File: src/rtl/ftoi.sv
// ----------------------------------------------------------------------------
// ftoi: pipelined IEEE-754 single-precision float to 32-bit signed integer.
//
// Rounds to nearest with ties away from zero (guard bit only, sticky bits are
// ignored), saturates out-of-range inputs and flags the saturation on ovf.
// One operand per cycle; a result appears three edges after acceptance.
//
// Ports
//   clk        rising-edge clock
//   rstn       synchronous active-low reset
//   in_valid   x holds an operand this cycle
//   in_ready   operand is accepted this cycle (combinational)
//   x          float operand {sign, exp[7:0], man[22:0]}
//   out_valid  y/ovf hold a result
//   out_ready  consumer takes the result this cycle
//   y          signed integer result
//   ovf        result saturated, or the input was NaN
//
// Pipeline (all stages advance together, or all hold):
//   capture  : operand register
//   S1       : sign/exponent/mantissa plus a class code
//   S2       : 31-bit shifted magnitude plus guard bit
//   S3       : round, negate, saturate into y/ovf
// ----------------------------------------------------------------------------
module ftoi (
    input  logic        clk,
    input  logic        rstn,
    input  logic        in_valid,
    output logic        in_ready,
    input  logic [31:0] x,
    output logic        out_valid,
    input  logic        out_ready,
    output logic [31:0] y,
    output logic        ovf
);

    typedef enum logic [2:0] {
        CLS_ZERO = 3'd0,   // |x| < 0.5, zeros and denormals
        CLS_HALF = 3'd1,   // |x| in [0.5, 1): rounds to magnitude 1
        CLS_SHR  = 3'd2,   // exponent 127..149: right shift plus guard
        CLS_SHL  = 3'd3,   // exponent 150..157: exact left shift
        CLS_SAT  = 3'd4,   // exponent >= 158 including infinities
        CLS_NAN  = 3'd5
    } cls_t;

    // The whole pipeline moves only when the output slot is free or drained.
    logic advance;
    assign advance  = !out_valid || out_ready;
    assign in_ready = rstn && advance;

    // ---------------- capture stage ----------------
    logic        cap_valid_reg;
    logic [31:0] cap_x_reg;

    // ---------------- S1: classify ----------------
    logic        s1_valid_reg;
    logic        s1_s_reg;
    logic [7:0]  s1_e_reg;
    logic [22:0] s1_m_reg;
    cls_t        s1_cls_reg;
    logic        s1_min_reg;    // operand is exactly -2^31

    logic [7:0]  cap_e;
    cls_t        cls_next;

    always_comb begin
        cap_e    = cap_x_reg[30:23];
        cls_next = CLS_SAT;
        if (cap_e == 8'hFF && cap_x_reg[22:0] != 23'd0)
            cls_next = CLS_NAN;
        else if (cap_e < 8'd126)
            cls_next = CLS_ZERO;
        else if (cap_e == 8'd126)
            cls_next = CLS_HALF;
        else if (cap_e <= 8'd149)
            cls_next = CLS_SHR;
        else if (cap_e <= 8'd157)
            cls_next = CLS_SHL;
    end

    // ---------------- S2: shift ----------------
    logic        s2_valid_reg;
    logic        s2_s_reg;
    cls_t        s2_cls_reg;
    logic        s2_min_reg;
    logic [30:0] s2_mag_reg;
    logic        s2_guard_reg;

    logic [23:0] s1_sig;
    logic [4:0]  rshift;
    logic [2:0]  lshift;
    logic [23:0] shr_pre;
    logic [30:0] mag_next;
    logic        guard_next;

    always_comb begin
        s1_sig     = {1'b1, s1_m_reg};
        // Shifting by one less than the final amount leaves the guard bit
        // in bit 0; the magnitude is then the remaining upper bits.
        rshift     = 5'(8'd149 - s1_e_reg);
        lshift     = 3'(s1_e_reg - 8'd150);
        shr_pre    = s1_sig >> rshift;
        mag_next   = '0;
        guard_next = 1'b0;
        case (s1_cls_reg)
            CLS_HALF: guard_next = 1'b1;    // 0 + round-up gives 1
            CLS_SHR: begin
                mag_next   = {8'd0, shr_pre[23:1]};
                guard_next = shr_pre[0];
            end
            CLS_SHL:  mag_next = {7'd0, s1_sig} << lshift;
            default:  ;
        endcase
    end

    // ---------------- S3: round / negate / saturate ----------------
    logic        out_valid_reg;
    logic [31:0] y_reg;
    logic        ovf_reg;

    logic [31:0] rounded;
    logic [31:0] y_next;
    logic        ovf_next;

    always_comb begin
        // Largest in-range magnitude is 0x7FFFFF80, so the increment
        // cannot carry into the sign bit.
        rounded  = {1'b0, s2_mag_reg} + {31'd0, s2_guard_reg};
        y_next   = s2_s_reg ? (~rounded + 32'd1) : rounded;
        ovf_next = 1'b0;
        case (s2_cls_reg)
            CLS_SAT: begin
                y_next   = s2_s_reg ? 32'h8000_0000 : 32'h7FFF_FFFF;
                // -2^31 itself is representable, so it is not an overflow.
                ovf_next = !(s2_s_reg && s2_min_reg);
            end
            CLS_NAN: begin
                y_next   = 32'h7FFF_FFFF;
                ovf_next = 1'b1;
            end
            default: ;
        endcase
    end

    // ---------------- state ----------------
    always_ff @(posedge clk) begin
        if (!rstn) begin
            cap_valid_reg <= 1'b0;
            cap_x_reg     <= '0;
            s1_valid_reg  <= 1'b0;
            s1_s_reg      <= 1'b0;
            s1_e_reg      <= '0;
            s1_m_reg      <= '0;
            s1_cls_reg    <= CLS_ZERO;
            s1_min_reg    <= 1'b0;
            s2_valid_reg  <= 1'b0;
            s2_s_reg      <= 1'b0;
            s2_cls_reg    <= CLS_ZERO;
            s2_min_reg    <= 1'b0;
            s2_mag_reg    <= '0;
            s2_guard_reg  <= 1'b0;
            out_valid_reg <= 1'b0;
            y_reg         <= '0;
            ovf_reg       <= 1'b0;
        end else if (advance) begin
            cap_valid_reg <= in_valid;
            if (in_valid)
                cap_x_reg <= x;

            s1_valid_reg <= cap_valid_reg;
            s1_s_reg     <= cap_x_reg[31];
            s1_e_reg     <= cap_x_reg[30:23];
            s1_m_reg     <= cap_x_reg[22:0];
            s1_cls_reg   <= cls_next;
            s1_min_reg   <= (cap_x_reg == 32'hCF00_0000);

            s2_valid_reg <= s1_valid_reg;
            s2_s_reg     <= s1_s_reg;
            s2_cls_reg   <= s1_cls_reg;
            s2_min_reg   <= s1_min_reg;
            s2_mag_reg   <= mag_next;
            s2_guard_reg <= guard_next;

            out_valid_reg <= s2_valid_reg;
            // Bubbles leave y/ovf at their last values.
            if (s2_valid_reg) begin
                y_reg   <= y_next;
                ovf_reg <= ovf_next;
            end
        end
    end

    assign out_valid = out_valid_reg;
    assign y         = y_reg;
    assign ovf       = ovf_reg;

endmodule
File: config.mk
export PLATFORM = sky130hd
export DESIGN_NAME = ftoi
export DESIGN_NICKNAME = d
export VERILOG_FILES = /design/src/rtl/ftoi.sv
export SDC_FILE = /design/constraint.sdc
export NUM_CORES = 1
export LEC_CHECK = 0
export CORE_MARGIN = 5
export CORE_UTILIZATION = 59
export CTS_CLUSTER_SIZE = 40
export DETAILED_ROUTE_END_ITERATION = 6
export GPL_ROUTABILITY_DRIVEN = 0
export PLACE_DENSITY = 0.81
export SLEW_MARGIN = 10
export SYNTH_ARGS = -nofsm -noshare
export SYNTH_HDL_FRONTEND = slang
export SYNTH_SLANG_ARGS = --single-unit
File: constraint.sdc
create_clock -name clk -period 3.63 [get_ports clk]
set_input_delay 1.089 -clock clk [delete_from_list [all_inputs] [get_ports clk]]
set_output_delay 1.089 -clock clk [all_outputs]
set_load 0.02 [all_outputs]
==> results of run 1 <==
-- final cells by class --
| type | instances | area (sq um) | area share [%] |
|---|---|---|---|
| sequential | 139 | 2780 | 28.8 |
| multi-input combinational | 828 | 5080 | 52.6 |
| clock buffer | 21 | 470 | 4.87 |
| timing repair buffer | 98 | 913 | 9.46 |
| clock inverter | 10 | 141 | 1.46 |
| inverter | 12 | 45.0 | 0.467 |
| tap | 180 | 225 | 2.33 |
-- Yosys cell counts (10+ instances only) --
cell and n:
nor4_1 19, mux2i_1 36, mux4_2 17, nand2_1 207, clkbuf_1 63, buf_1 10
o21ai_0 67, nand4_1 17, inv_1 11, nor3_1 26, o22ai_1 10, a21oi_1 116
a21boi_0 13, nand3_1 23, xor2_1 15, dfxtp_1 139, and3_1 11, nor2_1 79
xnor2_1 30
-- kinds of logic after synthesis --
group                      Yosys count
adders and majority gates            5
buffers and inverters               95
DFF                                139
AOI/OAI and AO/OA                  275
and+or+nand+nor                    444
xor gates and xnor gates            45
muxes                               59
-- per-layer routing --
metal	global-route usage (%)	routed length, um	vias to the layer above
met5	0	0	-
met4	10.5	456	0
met3	5.21	1530	44
met2	40.0	9840	309
met1	34.8	9160	3718
li1	-	-	3861
-- path summary, 6_finish.rpt --
check | slack, ns | startpoint | depth (start not counted) | endpoint
max reg2reg | 0.20 | s2_mag_reg[0] | 10 | y[31]
max | 0.20 | s2_mag_reg[0] | 10 | y[31]
min | 0.46 | s2_min_reg | 2 | s2_min_reg
min reg2reg | 0.46 | s2_min_reg | 2 | s2_min_reg
-- worst register-to-register path: stages, from the launching register on --
cell and delay, ns:
dfxtp_1 0.37, ha_1 0.24, ha_1 0.32, nand4_2 0.16
or3_1 0.53, o31a_1 0.40, nor4_4 0.29, nand4_2 0.17
or4_1 0.50, mux2_2 0.28, a31oi_2 0.12
-- where the power goes --
group / internal, mW / leakage (nW) / switching [mW] / total, mW
clock: 1.13 / 0.283 / 0.647 / 1.78
combinational: 0.171 / 2.05 / 0.208 / 0.379
sequential: 1.58 / 1.13 / 0.0475 / 1.62
-- metrics by stage --
step	setup WS (ns)	utilization [%]
after floorplan	0.403	-
after global placement	0.0513	65.4
after detailed placement	0.0361	65.4
after CTS	0.0361	69.8
after global routing	-0.0363	70.1
final	0.200	70.1
==> summary.md, run 1 <==
| Metric | Value |
|---|---|
| Total gr overflow | 0 |
| Mux cell area share after synthesis | 9.90% |
| Layout cell share with drive strength beyond 1 | 9.75% |
| Total power | 3.78 mW |
| Tcrit/Tclk final | 94.5% |
| Largest family of logic cells by synthesized area | simple AND/OR/NAND/NOR gates |
| Startpoint types | register |
| Synth Area in Compound Gates | 20.1% |
| Largest net degree at the start of global routing | 86 |
| Max incr delay on CP | 0.53 ns |
| Clock transition at path regs | 0.06 ns |
| CTS Buf Count | 17 |
| CP delay by family, top | simple AND/OR/NAND/NOR gates |
| YS warnings | 0 |
| Design area | 0.00966 sq mm |
| Routed WL | 21.0 mm |
| Number of vias per cell | 6.16 |
| Max Freq | 0.292 GHz |
| Post-synthesis cell type count | 70 |
| Mapped Cells | 1,062 |
| Initial core utilization | 59.5% |
| Clk sinks | 139 |
| Slew HR | 16.5% |
| Adder-cell share of the synthesized area | 0.764% |
| Hold WS | 0.464 ns |
| Setup total negative slack | 0 ns |
| Antenna violations before repair | 0 |
| Placed Cells | 1,257 |
| CTS tree | yes |
| Worst path slowest cell | or3_1 |
| Setup Buffers After CTS | 0 |
| DR pass1 iterations | 5 |
| XOR/XNOR share of the synthesized area | 4.81% |
| Post-synthesis sequential area ratio | 34.0% |
| Number of nets in the layout | 1,137 |
| Placed inst area | 0.00900 sq mm |
| DR DRC count | 0 |
| Die Wd | 128 um |
| Root Buffer | clkbuf_16 |
| Fin crit period | 3.43 ns |
| Yosys top cell by area | dfxtp_1 |
| H-tree levels | 4 |
| IO buf count | 70 |
| Power density cells | 391 mW/mm^2 |
| Total number of vias | 7,932 |
| Leak pwr | 3.47 nW |
| I/O pins | 71 |
| Hold_buf cts | 0 |
| Synth top area cells | dfxtp_1 (34%), nand2_1 (9.5%), a21oi_1 (7.1%), mux4_2 (4.7%), mux2i_1 (4.4%) |
| Worst-Margin Slew | 1.25 ns |
| Final setup violation count | 0 |
| Floorplan Core Area | 0.0138 sq mm |
| Setup crit end kind | register |
| WP data required | 3.98 ns |
| Final Hold Viols | 0 |
| Die ar. | 0.0163 sq mm |
| Commonest non-fill, non-tap cell in the layout | nand2_1 |
| Worst VDD drop | 317 uV |
| Flops & latches, synth | 139 |
| Crit path kind | reg2reg |
| Worst Path Max Fanout | 6 |
| Die Ht | 128 um |
| CTS resizes | 0 |
| Avg WL per Cell | 16.3 um |
| Filler cell count | 1,140 |
| Number of synthesized flops with an enable pin | 0 |
| Worst skew pair latency | 0.42 ns |
| Area Growth Syn to Fin | 17.9% |
| CP arrival | 3.78 ns |
| CP Buf/Inv Count | 0 |
| Main synth FF type | dfxtp_1 |
| Worst Skew | 0.00895 ns |
| Most frequent cells in the layout | nand2_1 (207), dfxtp_1 (139), a21oi_1 (116) |
| All-Layer GR Usage | 25.6% |
| RSZ-0062 raised after global routing | true |
| Post-synthesis cell area | 0.00819 sq mm |
| Share of synthesized cell area in and, or, nand and nor gates | 25.8% |
| Final HPWL DP | 14.4 mm |
| Maximum root-to-sink buffer count | 2 |
| Syn Nets | 1,103 |
| Share of the synthesized area in the top cell type | 34.0% |
| Ant diodes | 0 |
| Avg Cell Area, Syn | 7.71 sq um |
| Final std cells w/o fill | 1,288 |
| Worst Hold Class | reg2reg |
| Outcome | finished clean |
| DRT antenna net count | 0 |
| First-pass GRT wire length | 34.7 mm |
| 1st-iter DRT viols | 772 |
| Max-Cap Viols | 0 |
| Crit-path cells | ha_1 -> ha_1 -> nand4_2 -> or3_1 -> o31a_1 -> nor4_4 -> nand4_2 -> or4_1 -> mux2_2 -> a31oi_2 |
| Pins Over Slew Limit | 0 |
| Asr flop ratio synth | 0% |
| # rows | 43 |
| Vias in the first global route | 7,138 |
(Power assumes the default switching activity.)
==> run 2, diff against run 1 <==
--- a/config.mk
+++ b/config.mk
@@ -5,12 +5,13 @@
 export SDC_FILE = /design/constraint.sdc
 export NUM_CORES = 1
 export LEC_CHECK = 0
+export CAP_MARGIN = 25
 export CORE_MARGIN = 5
 export CORE_UTILIZATION = 59
 export CTS_CLUSTER_SIZE = 40
 export DETAILED_ROUTE_END_ITERATION = 6
 export GPL_ROUTABILITY_DRIVEN = 0
-export PLACE_DENSITY = 0.81
+export PLACE_DENSITY = 0.79
 export SLEW_MARGIN = 10
 export SYNTH_ARGS = -nofsm -noshare
 export SYNTH_HDL_FRONTEND = slang
==> run 2 against run 1 <==
Effect of this change:
- clock skew fell by 0.0029 ns
- sequential share of layout area rose by 0.082 points
- worst setup slack got worse by 0.037 ns
- non-clock buffer count up 2
- clock power down 5%
- flip-flop and latch count is the same
- via count grew 0.20%
- final cell count is 0.23% higher
- global-route usage rose by 0.83 points
- wire length grew 2.0%
- hold slack better by 0.0019 ns
- count of clock-buffer cells in the layout fell by 3
- highest routed layer unchanged
==> summary.md, run 2 (synthesis gave the netlist of run 1 again) <==
| Metric | Value |
|---|---|
| Ant diodes | 0 (unchanged) |
| Highest Signal Layer | met4 |
| CP Buf/Inv Count | 0 (unchanged) |
| Worst skew pair latency | 0.42 ns (about the same) |
| Worst VDD drop | 321 uV (+1.2%) |
| Initial core utilization | 59.5% (unchanged) |
| Startpoint types | register |
| Number of vias per cell | 6.16 (about the same) |
| Tcrit/Tclk final | 95.5% (+1.0 points) |
| Reg2reg end | y[31] |
| Total gr overflow | 0 (unchanged) |
| 1st-iter DRT viols | 849 (+10%) |
| Clk sinks | 139 (unchanged) |
| Routed wl met2 | 9.98 mm (+1.5%) |
| Fin crit period | 3.47 ns (+0.0367 ns) |
| Final Hold Viols | 0 (unchanged) |
| Routed WL | 21.4 mm (+2.0%) |
| Power density cells | 384 mW/mm^2 (-2.0%) |
| Die Ht | 128 um (unchanged) |
| CTS tree | yes |
| Outcome | finished clean |
| Root Buffer | clkbuf_16 |
| Antenna violations before repair | 0 (unchanged) |
| CTS Buf Count | 17 (unchanged) |
| RSZ-0062 raised after global routing | false |
| Die ar. | 0.0163 sq mm (unchanged) |
| Min-Delay Endpoint | s1_valid_reg |
| FF-to-FF Start | s2_mag_reg[0] |
| Hold WS | 0.466 ns (+0.00189 ns) |
| Worst-Margin Slew | 0.868 ns (-0.382 ns) |
| Worst path slowest cell | or3_1 |
| Max incr delay on CP | 0.51 ns (-0.02 ns) |
| Crit path kind | reg2reg |
| Worst Hold Class | reg2reg |
| Max-Cap Viols | 0 (unchanged) |
| Setup crit end kind | register |
| DR DRC count | 0 (unchanged) |
| Pins Over Slew Limit | 0 (unchanged) |
| DR pass1 iterations | 5 (unchanged) |
| Worst Hold Path Cells | 2 (unchanged) |
| Crit-path cells | ha_1 -> ha_1 -> nand4_2 -> or3_1 -> nor4_1 -> xnor2_1 -> nand4_2 -> or4_1 -> mux2_2 -> a31oi_2 |
| Worst Path Max Fanout | 6 (unchanged) |
| HP Start | s1_valid_reg |
| Final HPWL DP | 15.0 mm (+4.2%) |
| First-pass GRT wire length | 35.4 mm (+2.1%) |
| Area Growth Syn to Fin | 17.5% |
| All-Layer GR Usage | 26.5% (+0.83 points) |
| Die Wd | 128 um (unchanged) |
| WL met1 | 9.47 mm (+3.5%) |
| IO buf count | 70 (unchanged) |
| Worst Skew | 0.00607 ns (-0.00288 ns) |
| H-tree levels | 4 (unchanged) |
| # rows | 43 (unchanged) |
| Hold_buf cts | 0 (unchanged) |
| Setup total negative slack | 0 ns (unchanged) |
| DRT antenna net count | 0 (unchanged) |
| Maximum root-to-sink buffer count | 2 (unchanged) |
| Largest net degree at the start of global routing | 86 (unchanged) |
| Commonest non-fill, non-tap cell in the layout | nand2_1 |
| WP data required | 3.99 ns (about the same) |
| Vias in the first global route | 7,204 (+0.92%) |
| Wire length on met3 | 1.57 mm (+2.6%) |
| Most frequent cells in the layout | nand2_1 (207), dfxtp_1 (139), a21oi_1 (116) |
| Clock transition at path regs | 0.06 ns (about the same) |
| Floorplan Core Area | 0.0138 sq mm (unchanged) |
| Avg WL per Cell | 16.6 um (+1.7%) |
| Reg2Reg Setup Slack | 0.16 ns (-0.04 ns) |
| Layout cell share with drive strength beyond 1 | 9.63% (-0.12 points) |
| Number of nets in the layout | 1,139 (+0.18%) |
| I/O pins | 71 (unchanged) |
| CP arrival | 3.82 ns (+0.04 ns) |
| Total number of vias | 7,948 (+0.20%) |
| R2r worst-path depth | 10 (unchanged) |
| Slew HR | 42.1% (+26 points) |
| Filler cell count | 1,164 (+2.1%) |
| Leak pwr | 3.46 nW (-0.21%) |
| Final setup violation count | 0 (unchanged) |
| Max Freq | 0.288 GHz (-1.1%) |
| CP delay by family, top | simple AND/OR/NAND/NOR gates |
run 2: cell types whose count changed in the layout (fill, tap and decap cells not counted), sizes merged:
cell,delta
clkbuf,-3
clkinv,+1
inv,+6
clkinvlp,-1
buf,+2
bufinv,-2
run 2: how the worst max path moves through the flow:
stage               end  cells after the start          start  slack, ns
3_3_place_gp   in_ready                      5           rstn       0.02
3_5_place_dp   in_ready                      5           rstn       0.02
5_1_grt           y[31]                     10  s2_mag_reg[0]      0.001
4_1_cts        in_ready                      5           rstn       0.02
2_1_floorplan     y[31]                     11  s2_mag_reg[0]       0.40
6_report          y[31]                     10  s2_mag_reg[0]       0.16
run 2: layer usage:
layer,global-route usage (%),vias up
met5,0,-
met1,36.2,3706
met2,42.5,329
li1,-,3876
met4,8.18,0
met3,5.08,37
run 2: timing repair:
item,CTS,global route
endpoints found under the setup margin,0,3
gates resized for setup,0,2
buffers inserted,0,0
run 2: power by group:
group	internal [mW]	switching (mW)
combinational	0.173	0.211
sequential	1.58	0.0462
clock	0.973	0.717
total	2.72	0.974
run 2: metrics by stage:
stage	setup WS [ns]	cell area (sq um)	instances	power (mW)	util, %
floorplan	0.403	8190	1062	1.89	-
global placement	0.0228	9000	1257	2.02	65.4
detailed placement	0.0212	9030	1258	2.03	65.6
CTS	0.0202	9600	1290	3.70	69.7
global route	0.00130	9630	1291	3.83	69.9
finish	0.164	9630	1291	3.70	69.9
run 2: cell type report:
class,count,area (sq um),area share [%]
timing repair buffer,100,956,9.93
inverter,12,45.0,0.468
multi-input combinational,828,5040,52.4
clock buffer,18,439,4.56
tap,180,225,2.34
clock inverter,14,135,1.40
sequential,139,2780,28.9
run 2: tightest hold or removal path: cells and delay by family, from the launching register on:
kind / cells / cell delay, ns
AND/OR/NAND/NOR: 1 / 0.05
AO/OA/AOI/OAI: 1 / 0.06
flip-flops: 1 / 0.31
